$ cat src/rtl/button_event_arbiter.sv
// Push-button front end: per-button synchronizer and debounce FSM that raise PRESS/RELEASE/LONG
// events, merged by a round-robin arbiter onto a single valid/ready event stream.
module button_event_arbiter #(
  parameter int unsigned N_BTN       = 4,
  parameter int unsigned DB_CYCLES   = 65535,
  parameter int unsigned LONG_CYCLES = 12000000,
  parameter int unsigned CNT_W       = 24,
  parameter int unsigned ID_W        = 2
) (
  input  logic             clk,
  input  logic             rst,
  input  logic [N_BTN-1:0] btn,
  output logic [N_BTN-1:0] btn_level,
  output logic             evt_valid,
  input  logic             evt_ready,
  output logic [ID_W-1:0]  evt_btn,
  output logic [1:0]       evt_kind,
  output logic [N_BTN-1:0] evt_ovf
);

  localparam logic [1:0] KindPress   = 2'b01;
  localparam logic [1:0] KindRelease = 2'b10;
  localparam logic [1:0] KindLong    = 2'b11;

  localparam logic [CNT_W-1:0] DbLast   = CNT_W'(DB_CYCLES - 1);
  localparam logic [CNT_W-1:0] LongLast = CNT_W'(LONG_CYCLES - 1);
  localparam logic [CNT_W-1:0] LongSat  = CNT_W'(LONG_CYCLES);

  typedef enum logic [1:0] {StReleased, StPressWait, StPressed, StReleaseWait} state_e;

  logic [N_BTN-1:0] pend_v;
  logic [1:0]       pend_kind [N_BTN];
  logic [N_BTN-1:0] grant;
  logic             load;
  logic             gnt_found;
  logic [ID_W-1:0]  gnt_idx;
  logic [1:0]       gnt_kind;
  logic [ID_W-1:0]  rr_q;
  logic [ID_W-1:0]  idx;
  int               idx_n;

  for (genvar i = 0; i < N_BTN; i++) begin : g_btn
    logic             sync_q, s_q;
    state_e           st_q;
    logic [CNT_W-1:0] cnt_q, rel_cnt_q;
    logic             long_done_q, level_q;
    logic             raise;
    logic [1:0]       raise_kind;
    logic             pv_q, ovf_q;
    logic [1:0]       pk_q;

    always_comb begin
      raise      = 1'b0;
      raise_kind = 2'b00;
      case (st_q)
        StPressWait: begin
          if (s_q && cnt_q == DbLast) begin
            raise      = 1'b1;
            raise_kind = KindPress;
          end
        end
        StPressed: begin
          if (s_q && !long_done_q && cnt_q >= LongLast) begin
            raise      = 1'b1;
            raise_kind = KindLong;
          end
        end
        StReleaseWait: begin
          if (!s_q && rel_cnt_q == DbLast) begin
            raise      = 1'b1;
            raise_kind = KindRelease;
          end
        end
        default: ;
      endcase
    end

    // cnt measures hold time since PRESS and keeps running through a release glitch.
    always_ff @(posedge clk) begin
      if (rst) begin
        sync_q      <= 1'b0;
        s_q         <= 1'b0;
        st_q        <= StReleased;
        cnt_q       <= '0;
        rel_cnt_q   <= '0;
        long_done_q <= 1'b0;
        level_q     <= 1'b0;
      end else begin
        sync_q <= btn[i];
        s_q    <= sync_q;
        case (st_q)
          StReleased: begin
            if (s_q) begin
              st_q  <= StPressWait;
              cnt_q <= CNT_W'(1);
            end
          end
          StPressWait: begin
            if (!s_q) begin
              st_q  <= StReleased;
              cnt_q <= '0;
            end else if (cnt_q == DbLast) begin
              st_q        <= StPressed;
              cnt_q       <= '0;
              level_q     <= 1'b1;
              long_done_q <= 1'b0;
            end else begin
              cnt_q <= cnt_q + 1'b1;
            end
          end
          StPressed: begin
            if (cnt_q != LongSat) cnt_q <= cnt_q + 1'b1;
            if (!s_q) begin
              st_q      <= StReleaseWait;
              rel_cnt_q <= CNT_W'(1);
            end else if (raise) begin
              long_done_q <= 1'b1;
            end
          end
          StReleaseWait: begin
            if (cnt_q != LongSat) cnt_q <= cnt_q + 1'b1;
            if (s_q) begin
              st_q      <= StPressed;
              rel_cnt_q <= '0;
            end else if (rel_cnt_q == DbLast) begin
              st_q        <= StReleased;
              level_q     <= 1'b0;
              cnt_q       <= '0;
              rel_cnt_q   <= '0;
              long_done_q <= 1'b0;
            end else begin
              rel_cnt_q <= rel_cnt_q + 1'b1;
            end
          end
          default: st_q <= StReleased;
        endcase
      end
    end

    // A full slot only accepts a new event when it is being granted on this same edge.
    always_ff @(posedge clk) begin
      if (rst) begin
        pv_q  <= 1'b0;
        pk_q  <= 2'b00;
        ovf_q <= 1'b0;
      end else if (raise) begin
        if (pv_q && !grant[i]) begin
          ovf_q <= 1'b1;
        end else begin
          pv_q <= 1'b1;
          pk_q <= raise_kind;
        end
      end else if (grant[i]) begin
        pv_q <= 1'b0;
      end
    end

    assign btn_level[i] = level_q;
    assign evt_ovf[i]   = ovf_q;
    assign pend_v[i]    = pv_q;
    assign pend_kind[i] = pk_q;
  end

  // Search starts one past the last granted index.
  always_comb begin
    load      = !evt_valid || evt_ready;
    gnt_found = 1'b0;
    gnt_idx   = '0;
    gnt_kind  = 2'b00;
    idx_n     = 0;
    idx       = '0;
    for (int k = 1; k <= int'(N_BTN); k++) begin
      idx_n = (int'(rr_q) + k) % int'(N_BTN);
      idx   = ID_W'(idx_n);
      if (!gnt_found && pend_v[idx]) begin
        gnt_found = 1'b1;
        gnt_idx   = idx;
        gnt_kind  = pend_kind[idx];
      end
    end
    grant = (load && gnt_found) ? (N_BTN'(1) << gnt_idx) : '0;
  end

  always_ff @(posedge clk) begin
    if (rst) begin
      evt_valid <= 1'b0;
      evt_btn   <= '0;
      evt_kind  <= 2'b00;
      rr_q      <= '0;
    end else if (load) begin
      evt_valid <= gnt_found;
      if (gnt_found) begin
        evt_btn  <= gnt_idx;
        evt_kind <= gnt_kind;
        rr_q     <= gnt_idx;
      end
    end
  end

endmodule

$ cat config.mk
export PLATFORM = sky130hd
export DESIGN_NAME = button_event_arbiter
export DESIGN_NICKNAME = d
export VERILOG_FILES = /design/src/rtl/button_event_arbiter.sv
export SDC_FILE = /design/constraint.sdc
export NUM_CORES = 1
export LEC_CHECK = 0
export ABC_AREA = 1
export BUFFER_PORTS_ARGS = -buffer_cell sky130_fd_sc_hd__buf_2
export CAP_MARGIN = 20
export CORE_AREA = 3 3 235 122
export CTS_CLUSTER_DIAMETER = 150
export DETAILED_ROUTE_END_ITERATION = 8
export DIE_AREA = 0 0 238 125
export HOLD_SLACK_MARGIN = 0.02
export PLACE_DENSITY = 0.72
export SKIP_CTS_REPAIR_TIMING = 1
export SLEW_MARGIN = 30
export SYNTH_ARGS = -nofsm -noshare
export SYNTH_HDL_FRONTEND = slang
export SYNTH_SLANG_ARGS = --single-unit
$ cat constraint.sdc
create_clock -name clk -period 2.3 [get_ports clk]
set_clock_uncertainty 0.1 [all_clocks]
set_input_delay 0.46 -clock clk [delete_from_list [all_inputs] [get_ports clk]]
set_output_delay 0.46 -clock clk [all_outputs]
set_load 0.1 [all_outputs]
# Word level (Yosys, flattened, before mapping)
# Cells that the tools add are included.
[classes] add_sub_neg=12 magnitude_cmp=12 eq_ne=68 n_shift=1 mux=189 n_bitwise=8 reduce_logical=90
[ops] cell="24-bit 2-to-1 mux" n=36
[ops] cell="24-bit one-hot mux with 4 select lines" n=4
[ops] cell="24-bit by 1-bit adder with 24-bit output (second input constant)" n=8
[ops] cell="24-bit by 16-bit == test with 1-bit output (second input constant)" n=8
[ops] cell="24-bit one-hot mux with 2 select lines" n=4
[ops] cell="24-bit >= comparator (second input constant)" n=4
[ops] cell="2-bit 2-to-1 mux" n=48
[ops] cell="24-bit != test (second input constant)" n=4
[ops] cell="2-bit != test (second input constant)" n=36
[ops] cell="1-bit 2-to-1 mux" n=68
[ops] cell="2-bit AND reduction" n=17
[ops] cell="2-bit one-hot mux with 4 select lines" n=4
[ops] cell="7-bit AND reduction" n=4
[ops] cell="1-bit logical AND" n=24
[ops] cell="3-bit != test (second input constant)" n=8
[ops] cell="1-bit one-hot mux with 3 select lines" n=8
[ops] cell="2-bit one-hot mux with 3 select lines" n=4
[ops] cell="2-bit nonzero test" n=12
[ops] cell="5-bit AND reduction" n=4
[ops] cell="2-bit binary-select mux with 2-bit select" n=4
[ops] cell="2-bit == test (second input constant)" n=8
[ops] cell="1-bit zero test" n=16
[ops] cell="4-bit AND reduction" n=4
[ops] cell="3-bit >= comparator (second input constant)" n=4
[ops] cell="13 further kinds" n=39
[word_totals] register_bits=237 inputBits=7 wordCells=423

# Longest topological paths before layout
[depth] word_depth=19 mapped_depth=17 ltp_nobuf=17

# Worst setup path after synthesis
# No wires, ideal clock.
[synth_timing] kind="flip-flop to flip-flop" from="register rr_q[1]" to="register g_btn[1].pk_q[0]" setup_ns=0.113 arrival_ns=2.464 required_ns=2.087 setup_slack_ns=-0.377 path_stages_with_launch=16 path_buffers=0 synth_period_minus_slack_ns=2.677 cell_sequence="dfxtp_1 inv_1 nand2_1 nand2_2 nand2_2 nand2_4 nor2_4 nand3_2 clkinv_1 nand2_2 nand2_2 nand2_1 nand2_1 nand2_2 o21ai_1 nor2_1"
[synth_via] elab_chain_len=19 elab_cells_between_ends=33 cone_classes="add/sub: 4; shift: 1; mux: 17; bitwise: 1; reduce/logical: 10"
[synth_rtl] element="start: declaration" line="38" rtl="logic [ID_W-1:0] rr_q;"
[synth_rtl] element="start signal: assignment" line="195" rtl="rr_q <= gnt_idx;"
[synth_rtl] element="2-bit by 1-bit adder with 2-bit output" line="173" rtl="idx_n = (int'(rr_q) + k) % int'(N_BTN);"
[synth_rtl] element="1-bit binary-select mux with 2-bit select" line="175" rtl="if (!gnt_found && pend_v[idx]) begin"
[synth_rtl] element="1-bit 2-to-1 mux (implied by the code)" line="175"
[synth_rtl] element="1-bit 2-to-1 mux" line="175"
[synth_rtl] element="1-bit zero test" line="175"
[synth_rtl] element="1-bit logical AND" line="175"
[synth_rtl] element="1-bit 2-to-1 mux" line="175"
[synth_rtl] element="1-bit zero test" line="175"
[synth_rtl] element="[... 3 more ...]"
[synth_rtl] element="1-bit logical AND" line="175"
[synth_rtl] element="2-bit 2-to-1 mux / 1-bit 2-to-1 mux (equally long branches)" line="175"
[synth_rtl] element="1-bit by 2-bit << shifter with 4-bit output / 1-bit logical AND (equally long branches)" line="181" rtl="grant = (load && gnt_found) ? (N_BTN'(1) << gnt_idx) : '0;"
[synth_rtl] element="4-bit 2-to-1 mux *" line="181"
[synth_rtl] element="1-bit zero test *" line="147" rtl="if (pv_q && !grant[i]) begin"
[synth_rtl] element="1-bit logical AND *" line="147"
[synth_rtl] element="1-bit inverter (no line) *"
[synth_rtl] element="2-bit AND reduction (no line) *"
[synth_rtl] element="end signal: assignment" line="151" rtl="pk_q <= raise_kind;"
[synth_rtl] element="end: declaration" line="50" rtl="logic [1:0] pk_q;"
# Mark *: on every way between the ends. The rest lies on a longest branch, timed or not. The select of a mux whose other input is x is not followed.
# A chain may end at the register's enable or synchronous reset.

# Worst setup path in the final report
[layout_timing] from="register g_btn[2].cnt_q[1]" to="register g_btn[2].cnt_q[20]"
[layout_via] elab_chain_len=5 elab_cells_between_ends=9 cone_classes="add/sub: 1; eq/ne: 2; mux: 6"
[layout_rtl] element="start: declaration" line="45" rtl="logic [CNT_W-1:0] cnt_q, rel_cnt_q;"
[layout_rtl] element="start signal: assignment" line="108" rtl="cnt_q <= cnt_q + 1'b1;"
[layout_rtl] element="start signal: assignment" line="112" rtl="if (cnt_q != LongSat) cnt_q <= cnt_q + 1'b1;"
[layout_rtl] element="start signal: assignment" line="121" rtl="if (cnt_q != LongSat) cnt_q <= cnt_q + 1'b1;"
[layout_rtl] element="24-bit by 1-bit adder with 24-bit output / 24-bit != test (equally long branches)" line="108, 112, 121"
[layout_rtl] element="24-bit 2-to-1 mux" line="112"
[layout_rtl] element="24-bit 2-to-1 mux" line="125" rtl="end else if (rel_cnt_q == DbLast) begin"
[layout_rtl] element="24-bit 2-to-1 mux" line="122" rtl="if (s_q) begin"
[layout_rtl] element="24-bit one-hot mux with 4 select lines *" line="91" rtl="case (st_q)"
# Mark *: on every way between the ends. The rest lies on a longest branch, timed or not.

==> run_results.csv <==
group,metric,value,unit
grt,grt_pass1_vias,13140,
logic_synthesis,netlist_area,0.0146,mm^2
sta,tightestPinTransition,524,ps
critical_path,crit_arrival,2480,ps
floorplanning,die_h,125,um
routing,wl_met3,1570,um
pwr,powerDensity,601,mW/mm^2
grt,grt_overflow,0,
routing,drt_wl_total,34900,um
grt,antenna_found_initial,0,
pwr,power_frac_seq,43.0,%
min_path,hold_path.class,"input pin to flip-flop",
floorplanning,start_util,55.1,%
outcome,status,"finished, final reports clean",
floorplanning,rows,42,
pwr,netSwitchingFraction,28.8,%
critical_path,slowest_stage,"dfxtp_1",
floorplanning,io_pins,20,
floorplanning,die_width,238,um
routing,via_count,14158,
critical_path,slowest_delay,370,ps
floorplanning,dieArea,0.0298,mm^2
final_layout,final_util,62.7,%
pwr,p_comb_share,15.1,%
sta,rsz0062_at_grt,"yes",
pwr,fin_total_pwr,9.95,mW
sta,hold_viol,0,
pwr,leakage,6.93,nW
final_layout,syn_to_final_growth,13.9,%
job,cap_violations,0,
pwr,p_clk_share,41.9,%
final_layout,stdcell_count,2721,
placement,place_ws,29.5,ps
logic_synthesis,synth_enable_flop_cells,0,
critical_path,critical_path_class,"flip-flop to flip-flop",
clocking,clock_sinks,237,
critical_path,cp-end-kind,"flip-flop",
final_layout,drive_above_1_share,11.4,%
placement,dp_cells,2672,
critical_path,timing.rr.start,"g_btn[2].cnt_q[1]",
clocking,cts_made_buffers,24,
logic_synthesis,ys.flop_type,"dfxtp_1",
grt,grt.total_usage,23.2,%
clocking,clockBufferDepth,3,
placement,dpl-instance-area,0.0155,mm^2
clocking,clkLatencyLatePin,540,ps
grt,grt_max_degree,72,
sta,layout_min_cycle_time,2170,ps
clocking,clockRootBuffer,"clkbuf_16",
sta,setup_tns,0,ps
logic_synthesis,ys_seq_area_share,32.6,%
clocking,htree_levels,1,
pwr,ir_worst_vdd,0.539,mV
final_layout,fillCellCount,2522,
placement,dp_hpwl,25300,um
final_layout,reg_top3,"g_btn.cnt_q (96), g_btn.rel_cnt_q (96), g_btn.pk_q (8)",
logic_synthesis,async_flop_share,0,%
critical_path,startpoint,"g_btn[2].cnt_q[1]",
critical_path,critPathLaunchType,"flip-flop",
routing,dr.pass1.iters,5,
sta,fmax,461,MHz
min_path,hp-start,"btn[3]",
routing,antenna_left,0,
sta,hold_ws,32.3,ps
sta,finalCritPeriodShare,94.4,%
routing,via_per_inst,5.20,
pwr,p_sw,2.86,mW
clocking,clkSlewWorstSetupHoldPaths,70,ps
final_layout,fin_area,0.0166,mm^2
critical_path,worst_ep_required_time,2610,ps
final_layout,finalNetCount,2383,
pwr,p_int,7.09,mW
critical_path,path_cells,"ha_1 -> nand2_1 -> nor2_1 -> nand3_1 -> nor2_4 -> inv_1 -> nor2_1 -> nand2_1 -> inv_1 -> nand3_1 -> xor2_1 -> o21ai_0 -> a21oi_1",
clocking,cts_tree,"built",
critical_path,crit_fanout,4,
placement,routabilityCongestion,0.912,
sta,drv_slew,0,
logic_synthesis,yosys_warnings,0,
logic_synthesis,postSynthAreaPerCell,6.41,um^2
logic_synthesis,synth_seq_cells,237,
logic_synthesis,synth_cell_types,55,
routing,met2WireLength,15600,um
routing,wl_per_cell,12.8,um
sta,fin_ws,130,ps
placement,port_buffers,19,
grt,grt_first_pass_wirelength,60000,um
routing,topRoutingLayerUsed,"met4",
sta,slew_headroom,65.1,%
sta,finalSetupViolCount,0,
routing,wl_met1,17000,um
logic_synthesis,synth_cells,2270,
final_layout,antenna_cells,0,
logic_synthesis,synthesis.nets,2302,
routing,remaining_drc_errors,0,
floorplanning,core,0.0264,mm^2
routing,drt_iter0_drc,857,
logic make-up (layout without fill, tap and decap cells):
group	Yosys count	after routing	share of synthesized area (%)
fa+ha+maj	25	25	2.15
xor+xnor	97	97	5.84
compound gates	288	288	11.4
mux	2	2	0.138
buf+inv	424	523	11.5
flops	237	237	32.6
simple gates	1197	1197	36.4
critical path: cells and delay by family (launching register included):
family / cells / cell delay, ps
XOR/XNOR: 1 / 140
AND/OR/NAND/NOR: 7 / 950
adder cells (fa/ha/maj): 1 / 180
AO/OA/AOI/OAI: 2 / 150
buffers and inverters: 2 / 150
flip-flops: 1 / 370
placed cells by master, fill, tap and decap left out, types with 23 or more instances in the layout:
cell type	instances
nand3_1	152
inv_1	349
buf_4	90
nand4_1	52
xor2_1	84
nand2_2	27
a21oi_1	112
nor4_1	24
clkbuf_16	25
nor3_1	80
o21ai_0	78
nand2_1	527
ha_1	23
nor2_1	255
dfxtp_1	231
power groups by stage:
stage / sequential (mW) / clock (mW) / combinational, mW
2_1_floorplan: 4.44 / 0 / 0.911
3_3_place_gp: 4.37 / 0 / 1.44
3_5_place_dp: 4.37 / 0 / 1.45
4_1_cts: 4.28 / 4.30 / 1.46
5_1_grt: 4.29 / 4.49 / 1.67
6_report: 4.28 / 4.17 / 1.50
final cells by class:
| type | count | area (um^2) | share of cell area [%] |
|---|---|---|---|
| multi-input combinational | 1609 | 8280 | 50.0 |
| sequential | 237 | 4760 | 28.7 |
| inverter | 364 | 1370 | 8.28 |
| timing repair buffer | 114 | 873 | 5.27 |
| clock buffer | 31 | 678 | 4.09 |
| tap | 352 | 440 | 2.66 |
| clock inverter | 13 | 160 | 0.967 |
| timing repair inverter | 1 | 7.51 | 0.0453 |
synth_stat cells (4+ instances only):
cell | number | share of area [%]
xor2_1 | 84 | 5.1
nor4_1 | 24 | 1.0
a31oi_1 | 14 | 0.60
clkbuf_1 | 29 | 0.75
a211oi_1 | 13 | 0.67
nor3_2 | 11 | 0.76
nor3b_1 | 10 | 0.52
a21oi_1 | 113 | 3.9
o21bai_1 | 7 | 0.36
nand3b_1 | 4 | 0.21
o22ai_1 | 9 | 0.39
ha_1 | 25 | 2.1
nand2_1 | 534 | 14
buf_4 | 12 | 0.62
nand3_2 | 4 | 0.28
o221ai_1 | 6 | 0.36
inv_2 | 8 | 0.21
dfxtp_1 | 237 | 33
buf_1 | 5 | 0.13
xnor2_1 | 13 | 0.78
nor2_1 | 268 | 6.9
o21a_1 | 6 | 0.31
nor3_1 | 85 | 2.9
nor2_2 | 8 | 0.34
nand3_1 | 153 | 5.3
and3_1 | 4 | 0.17
inv_1 | 353 | 9.1
o21ai_0 | 80 | 2.8
or2_2 | 8 | 0.34
nand4_1 | 52 | 2.2
nand2_2 | 22 | 0.95
o211ai_1 | 20 | 1.0
buf_2 | 11 | 0.38
o21ai_1 | 8 | 0.28
final timing paths:
path	endpoint	slack, ps	cells past startpoint
setup / recovery	g_btn[2].cnt_q[20]	130	13
hold reg to reg	g_btn[3].s_q	310	2
setup reg to reg	g_btn[2].cnt_q[20]	130	13
hold / removal	g_btn[3].sync_q	30	3
routing by layer:
| layer | GRT usage, % | up-vias |
|---|---|---|
| met4 | 4.86 | 0 |
| met2 | 38.9 | 280 |
| met5 | 0 | - |
| met3 | 3.65 | 47 |
| li1 | - | 7467 |
| met1 | 31.8 | 6364 |
No activity file was read; power rests on OpenSTA's default activity.
